--- config.mk ---
export PLATFORM = sky130hd
export DESIGN_NAME = convolver_window_controller_flat
export DESIGN_NICKNAME = d
export VERILOG_FILES = /design/src/rtl/convolver_window_controller_if.sv /design/src/rtl/convolver_window_controller.sv /design/src/flat_wrapper.sv
export SDC_FILE = /design/constraint.sdc
export NUM_CORES = 1
export LEC_CHECK = 0
export BUFFER_PORTS_ARGS = -buffer_cell sky130_fd_sc_hd__buf_2
export CAP_MARGIN = 20
export CORE_AREA = 2 2 53 55
export DETAILED_ROUTE_END_ITERATION = 16
export DIE_AREA = 0 0 55 57
export PLACE_DENSITY = 0.83
export REMOVE_ABC_BUFFERS = 1
export SLEW_MARGIN = 10
export SYNTH_ARGS = -nofsm -noshare
export SYNTH_HDL_FRONTEND = slang
export SYNTH_SLANG_ARGS = --single-unit
--- constraint.sdc ---
create_clock -name clock -period 2.2 [get_ports clock]
set_input_delay 0.11 -clock clock [delete_from_list [all_inputs] [get_ports clock]]
set_output_delay 0.11 -clock clock [all_outputs]
set_load 0.01 [all_outputs]
--- src/rtl/convolver_window_controller_if.sv ---
// Pixel handshake between the raster source and the window controller.
// The pixel data bus itself runs straight into the shift-register chain.
interface convolver_window_controller_if;
  logic pixel_valid;
  logic pixel_ready;

  modport master (
    output pixel_valid,
    input  pixel_ready
  );

  modport slave (
    input  pixel_valid,
    output pixel_ready
  );
endinterface

--- src/rtl/convolver_window_controller.sv ---
// Feeds the convolver line buffer one raster pixel per accept and
// flags cycles whose taps hold a complete, stride-aligned K x K window.
module convolver_window_controller #(
  parameter int KERNEL_SIZE  = 3,
  parameter int IMAGE_WIDTH  = 8,
  parameter int IMAGE_HEIGHT = 8,
  parameter int STRIDE       = 1,
  parameter int COUNT_WIDTH  = 16
) (
  input  logic                            clock,
  input  logic                            reset,
  input  logic                            start,
  convolver_window_controller_if.slave    pix,
  output logic                            shift_enable,
  output logic                            window_valid,
  output logic [$clog2(IMAGE_HEIGHT)-1:0] row_count,
  output logic [$clog2(IMAGE_WIDTH)-1:0]  col_count,
  output logic [COUNT_WIDTH-1:0]          window_count,
  output logic                            busy,
  output logic                            done
);

  localparam int RW = $clog2(IMAGE_HEIGHT);
  localparam int CW = $clog2(IMAGE_WIDTH);
  localparam int PW = (STRIDE > 1) ? $clog2(STRIDE) : 1;

  localparam logic [RW-1:0] ROW_K   = RW'(KERNEL_SIZE - 1);
  localparam logic [RW-1:0] ROW_END = RW'(IMAGE_HEIGHT - 1);
  localparam logic [CW-1:0] COL_K   = CW'(KERNEL_SIZE - 1);
  localparam logic [CW-1:0] COL_END = CW'(IMAGE_WIDTH - 1);
  localparam logic [PW-1:0] PH_END  = PW'(STRIDE - 1);

  typedef enum logic [1:0] {
    S_IDLE,
    S_STREAM,
    S_DONE
  } state_t;

  state_t state, state_nxt;

  logic          accept;
  logic          col_end;
  logic          row_end;
  logic          frame_end;
  logic          win;
  logic [PW-1:0] rph, cph;
  logic [PW-1:0] rph_cur, cph_cur;
  logic [PW-1:0] rph_nxt, cph_nxt;

  assign pix.pixel_ready = (state == S_STREAM);
  assign accept          = pix.pixel_valid & (state == S_STREAM);
  assign shift_enable    = accept;

  assign col_end   = (col_count == COL_END);
  assign row_end   = (row_count == ROW_END);
  assign frame_end = accept & col_end & row_end;

  // Phases restart at the first full-kernel row/column.
  assign cph_cur = (col_count == COL_K) ? '0 : cph;
  assign rph_cur = (row_count == ROW_K) ? '0 : rph;
  assign cph_nxt = (cph_cur == PH_END) ? '0 : cph_cur + PW'(1);
  assign rph_nxt = (rph_cur == PH_END) ? '0 : rph_cur + PW'(1);

  assign win = accept
             & (row_count >= ROW_K)
             & (col_count >= COL_K)
             & (rph_cur == '0)
             & (cph_cur == '0);

  always_comb begin
    state_nxt = state;
    busy      = 1'b0;
    unique case (state)
      S_IDLE: begin
        if (start) state_nxt = S_STREAM;
      end
      S_STREAM: begin
        busy = 1'b1;
        if (frame_end) state_nxt = S_DONE;
      end
      S_DONE: begin
        busy      = 1'b1;
        state_nxt = S_IDLE;
      end
      default: state_nxt = S_IDLE;
    endcase
  end

  always_ff @(posedge clock) begin
    if (reset) begin
      state        <= S_IDLE;
      row_count    <= '0;
      col_count    <= '0;
      rph          <= '0;
      cph          <= '0;
      window_count <= '0;
      window_valid <= 1'b0;
      done         <= 1'b0;
    end else begin
      state        <= state_nxt;
      window_valid <= win;
      done         <= frame_end;
      if (state == S_IDLE && start) begin
        row_count    <= '0;
        col_count    <= '0;
        rph          <= '0;
        cph          <= '0;
        window_count <= '0;
      end else if (accept) begin
        if (win) window_count <= window_count + COUNT_WIDTH'(1);
        if (col_count >= COL_K) cph <= cph_nxt;
        if (col_end) begin
          col_count <= '0;
          row_count <= row_end ? '0 : row_count + RW'(1);
          if (row_count >= ROW_K) rph <= rph_nxt;
        end else begin
          col_count <= col_count + CW'(1);
        end
      end
    end
  end

endmodule

--- src/flat_wrapper.sv ---
// flat-port wrapper written by rule: the top's interface ports become plain ports
module convolver_window_controller_flat 
#(
  parameter int KERNEL_SIZE  = 3,
  parameter int IMAGE_WIDTH  = 8,
  parameter int IMAGE_HEIGHT = 8,
  parameter int STRIDE       = 1,
  parameter int COUNT_WIDTH  = 16
)
  (clock, reset, start, shift_enable, window_valid, row_count, col_count, window_count, busy, done, pix_pixel_valid, pix_pixel_ready);
  convolver_window_controller_if pix_i ();
  input  logic clock;
  input  logic reset;
  input  logic start;
  output logic shift_enable;
  output logic window_valid;
  output logic [$clog2(IMAGE_HEIGHT)-1:0] row_count;
  output logic [$clog2(IMAGE_WIDTH)-1:0] col_count;
  output logic [COUNT_WIDTH-1:0] window_count;
  output logic busy;
  output logic done;
  input wire logic [$bits(pix_i.pixel_valid)-1:0] pix_pixel_valid;
  output wire logic [$bits(pix_i.pixel_ready)-1:0] pix_pixel_ready;
  assign pix_i.pixel_valid = pix_pixel_valid;
  assign pix_pixel_ready = pix_i.pixel_ready;
  convolver_window_controller #(.KERNEL_SIZE(KERNEL_SIZE), .IMAGE_WIDTH(IMAGE_WIDTH), .IMAGE_HEIGHT(IMAGE_HEIGHT), .STRIDE(STRIDE), .COUNT_WIDTH(COUNT_WIDTH)) u_core (.clock(clock), .reset(reset), .start(start), .pix(pix_i), .shift_enable(shift_enable), .window_valid(window_valid), .row_count(row_count), .col_count(col_count), .window_count(window_count), .busy(busy), .done(done));
endmodule
# == After elaboration in Yosys (flattened, before gate mapping) ==
# Cells that the tools add are included.
# word_totals
ff_bits,28
out_inout_bits,27
word_cells,51
# op_classes
n_addsub,5
order_cmp,2
n_eq_ne,8
n_mux,10
bitwise_logic,9
n_reduce_logical,9
# ops
cell,n
adder 16 x 1 -> 16 bit (second input constant),1
AND reduction 2 bit,4
bitwise AND 1 bit,7
adder 3 x 1 -> 3 bit (second input constant),2
== test 3 x 2 -> 1 bit (second input constant),2
== test 3 bit (second input constant),2
>= comparator 3 x 2 -> 1 bit (second input constant),2
2-to-1 mux 3 bit,2
2-to-1 mux 1 bit,5
2-to-1 mux 2 bit,2
case mux 2 bit (2 select lines),1
OR reduction 2 bit,2
AND reduction 3 bit,1
adder 1 bit (second input constant),2
== test 2 x 1 -> 1 bit (second input constant),1
== test 2 bit (second input constant),1
logical NOT 2 bit,1
!= test 2 x 1 -> 1 bit (second input constant),1
!= test 2 bit (second input constant),1
inverter 1 bit,2
logical AND 1 bit,1

# == Logic depth before layout (Yosys ltp) ==
# logic_depth
depth_word,7
depth_mapped,7

# == Worst setup path after synthesis ==
# Ideal clock, no wire load.
# synth_path
path_kind,flip-flop to flip-flop
from,register u_core.state[1]
to,register u_core.window_count[14]
setup_time_ns,0.070
arrival_time_ns,1.817
setup_slack_ns,0.313
path_stages_with_launch,7
n_path_buf,0
synth_period_minus_slack_ns,1.887
cell_sequence,dfxtp_1 inv_1 ha_1 nand4_1 or2_2 or4_1 a21oi_1
# synth_via
elab_chain_len,7
word_cells_on_any_way,10
cone_classes,eq/ne: 1; bitwise: 5; reduce/logical: 4
# synth_rtl
element,line_no,source
"start, declared",convolver_window_controller.sv:39,"state_t state, state_nxt;"
"start signal, assigned",convolver_window_controller.sv:100,state <= state_nxt;
== test 2 x 1 -> 1 bit (*),-,
via pix_pixel_ready,flat_wrapper.sv:23,output wire logic [$bits(pix_i.pixel_ready)-1:0] pix_pixel_ready;
bitwise AND 1 bit (*),convolver_window_controller.sv:51,assign accept = pix.pixel_valid & (state == S_STREAM);
bitwise AND 1 bit,convolver_window_controller.sv:65,& (row_count >= ROW_K)
bitwise AND 1 bit,convolver_window_controller.sv:66,& (col_count >= COL_K)
bitwise AND 1 bit,convolver_window_controller.sv:67,& (rph_cur == '0)
bitwise AND 1 bit,convolver_window_controller.sv:68,& (cph_cur == '0);
AND reduction 2 bit (no line) (*),-,
"end signal, assigned",convolver_window_controller.sv:110,if (win) window_count <= window_count + COUNT_WIDTH'(1);
"end, declared",convolver_window_controller.sv:18,"output logic [COUNT_WIDTH-1:0] window_count,"
# The timed path passes the listed nets; every way through them passes the cells marked *.
# A chain may end at the register's enable or synchronous reset.

# == Worst setup path after layout ==
# layout_path
from,register u_core.state[1]
to,register u_core.window_count[12]
# layout_via
elab_chain_len,7
word_cells_on_any_way,10
cone_classes,eq/ne: 1; bitwise: 5; reduce/logical: 4
# layout_rtl
element,line_no
== test 2 x 1 -> 1 bit,convolver_window_controller.sv:51
bitwise AND 1 bit,convolver_window_controller.sv:51
bitwise AND 1 bit,convolver_window_controller.sv:65
bitwise AND 1 bit,convolver_window_controller.sv:66
bitwise AND 1 bit,convolver_window_controller.sv:67
bitwise AND 1 bit,convolver_window_controller.sv:68
AND reduction 2 bit (no line),-
# Several ways; a longest one is shown, not always the timed one.

==> metrics.md <==
| Metric | Value |
|---|---|
| Status | `complete, no violations` |
| DR vias/cell | `5.50` |
| Yosys top cell area share | `42.5%` |
| Hold path cells | `2` |
| Routed wire per std cell | `12.8 um` |
| Remaining global-route overflow | `0` |
| Htree depth | `1` |
| CTS sink count | `26` |
| Initial DRC count | `43` |
| HPWL after detailed placement | `2050 um` |
| Max Slew Vio Count | `0` |
| Pwr dens | `531 nW/um2` |
| Final Setup Violations | `0` |
| Commonest cells post-synth | `dfxtp_1, nor2_1, a21oi_1, nand2_1` |
| Synth Register Bits | `26` |
| I/O Buffers | `30` |
| Leakage | `0.000629 uW` |
| Inst Count DP | `205` |
| Critical Path RT | `2.46 ns` |
| Pre-Repair DR Iteration Count | `4` |
| Dpl ws | `0.166 ns` |
| Final worst clock skew | `0.00125 ns` |
| Most used DFF post-synth | `dfxtp_1` |
| WP data arrival | `2.27 ns` |
| Wirelength, routed | `2670 um` |
| Final Net Count | `191` |
| Vias | `1143` |
| Number of setup buffers added after CTS | `0` |
| Asr flop ratio synth | `0%` |
| Synth Warn # | `0` |
| I/O pin cnt | `31` |
| Relative slew slack | `73.6%` |
| Core area | `2620 um2` |
| DRC | `0` |
| Initial core utilization | `46.8%` |
| Die Y | `57 um` |
| HP Start | `reset` |
| Global-route usage over all layers | `19.9%` |
| Fin crit period | `2.01 ns` |
| Initial antenna violation count | `0` |
| Post-route setup TNS | `0 ns` |
| Reg2reg path depth | `6` |
| Top-count cell post-synth | `dfxtp_1` |
| Peak supply drop | `0.339 mV` |
| EDFF count, synth | `0` |
| Post-synth top area cell | `dfxtp_1` |
| Final Hold Fails | `0` |
| Gpl congestion | `0.746` |
| Synth top area cells | `dfxtp_1, ha_1, nor2_1` |
| Mapped Cells | `145` |
| RSZ-0062 raised after global routing | `false` |
| Yosys cell types | `29` |
| CP Max Fanout | `7` |
| Clk_lat worst skew | `0.32 ns` |
| Final period util | `91.4%` |
| Root buf cell | `clkbuf_4` |
| Reg2reg setup slack | `0.19 ns` |
| Vias in the first global route | `1064` |
| Gr busiest metal | `met2` |
| Rows | `19` |
| First-pass GRT wire length | `4700 um` |
| Worst R2R End | `u_core.window_count[12]` |
| Layout area overhead | `18.4%` |
| Hold crit path type | `in -> reg` |
| Min Hold Slack | `0.0150 ns` |
| Worst Setup Path Type | `reg -> reg` |
| Post-Layout Cell Count | `208` |
| Syn avg cell area | `8.45 um2` |
| Ant diodes | `0` |
| F_max | `0.497 GHz` |
| Pwr Total | `770 uW` |
| Hold worst-path end | `u_core.done` |
| TritonCTS clock tree | `done` |
| M3 GR Usage | `2.36%` |
| DIE AREA | `3140 um2` |
| Number of CTS-inserted buffers | `3` |
| Register area share after synthesis | `42.5%` |
| Worst-path clk slew | `0.13 ns` |
| Share of cells above drive strength 1 | `24.3%` |
| Die W | `55 um` |
| Max cap viols | `0` |
| Met2 usage | `32.8%` |
| CP endpoint kind | `flip-flop` |
| Filler Cell Count | `264` |
| GRT met1 Usage | `26.0%` |
| Worst-margin pin slew | `0.396 ns` |
| Antenna Nets Post-Route | `0` |
| Clk buf depth | `2` |
| R2r startpoint | `u_core.state[1]` |
| Largest net degree at the start of global routing | `14` |
| Synth Cell Area | `1220 um2` |
| Critical Path Source Type | `flip-flop` |
| Final worst slack | `0.189 ns` |
-- where the power goes --
| group | internal, uW | switching [uW] | leakage [uW] | total (uW) |
|---|---|---|---|---|
| Sequential | 476 | 4.04 | 0.000210 | 480 |
| Combinational | 32.7 | 56.1 | 0.000406 | 88.8 |
| Clock | 64.2 | 137 | 0.0000138 | 202 |
-- flip-flops by register name (all words and copies together) (netlist names) --
signal               cells
u_core.done              1
u_core.row_count         3
u_core.state             2
u_core.window_count     16
u_core.col_count         3
u_core.window_valid      1
-- cell families after synthesis --
family | Yosys count | synth area share [%]
flip-flops | 26 | 42.5
XOR/XNOR | 7 | 5.01
multiplexers | 2 | 1.63
adder cells (fa/ha/maj) | 8 | 8.17
AND/OR/NAND/NOR | 65 | 26.8
AO/OA/AOI/OAI | 26 | 12.6
buffers and inverters | 11 | 3.37
-- metrics by stage --
stage	util, %	instance area [um2]
2_1_floorplan	-	1210
3_3_place_gp	54.5	1430
3_5_place_dp	54.5	1430
4_1_cts	55.4	1450
5_1_grt	55.5	1450
6_report	55.5	1450
-- area by class of cell --
| type | instances | area [um2] | area share (%) |
|---|---|---|---|
| multi-input combinational | 108 | 666 | 45.9 |
| sequential | 26 | 520 | 35.9 |
| timing repair buffer | 34 | 180 | 12.4 |
| tap | 31 | 38.8 | 2.67 |
| clock buffer | 3 | 22.5 | 1.55 |
| inverter | 6 | 22.5 | 1.55 |
-- per-layer routing --
| layer | vias to the layer above | routed length (um) |
|---|---|---|
| li1 | 575 | - |
| met1 | 537 | 1170 |
| met2 | 26 | 1360 |
| met3 | 5 | 94 |
| met4 | 0 | 44 |
| met5 | - | 0 |
-- worst max path at each step --
stage	cells after the start	to	slack (ns)	startpoint
2_1_floorplan	6	u_core.window_count[15]	0.21	u_core.state[1]
3_3_place_gp	6	u_core.window_count[12]	0.30	u_core.state[1]
3_5_place_dp	6	u_core.window_count[12]	0.17	u_core.state[1]
5_1_grt	6	u_core.window_count[14]	0.05	u_core.state[1]
4_1_cts	6	u_core.window_count[12]	0.13	u_core.state[1]
6_report	6	u_core.window_count[12]	0.19	u_core.state[1]
-- timing repair --
item                       in CTS  in global routing
gates resized for setup         0                  1
hold buffers                    0                  0
setup endpoints to repair       0                  2
-- cell usage in the layout, fill, tap and decap left out, types with 3 or more instances in the layout --
cell      synthesis  layout
nand2_1          11      11
nor3_1            8       8
buf_2             0      30
nor2_1           21      21
buf_4             0       4
o21ai_0           3       3
or4_1             3       3
a21oi_1          14      14
nor4_1            3       3
ha_1              8       7
xnor2_1           7       7
dfxtp_1          26      26
clkbuf_4          0       3
inv_1             6       6
o31ai_1           3       3
nand3_1           5       5
-- worst max-delay path, cell delays in order (launching register included) --
cell     delay, ns
dfxtp_1       0.33
inv_1         0.10
ha_2          0.27
nand4_1       0.19
or2_2         0.38
or4_1         0.52
a21oi_1       0.16
Note: power is estimated with default switching activity, not from simulation.
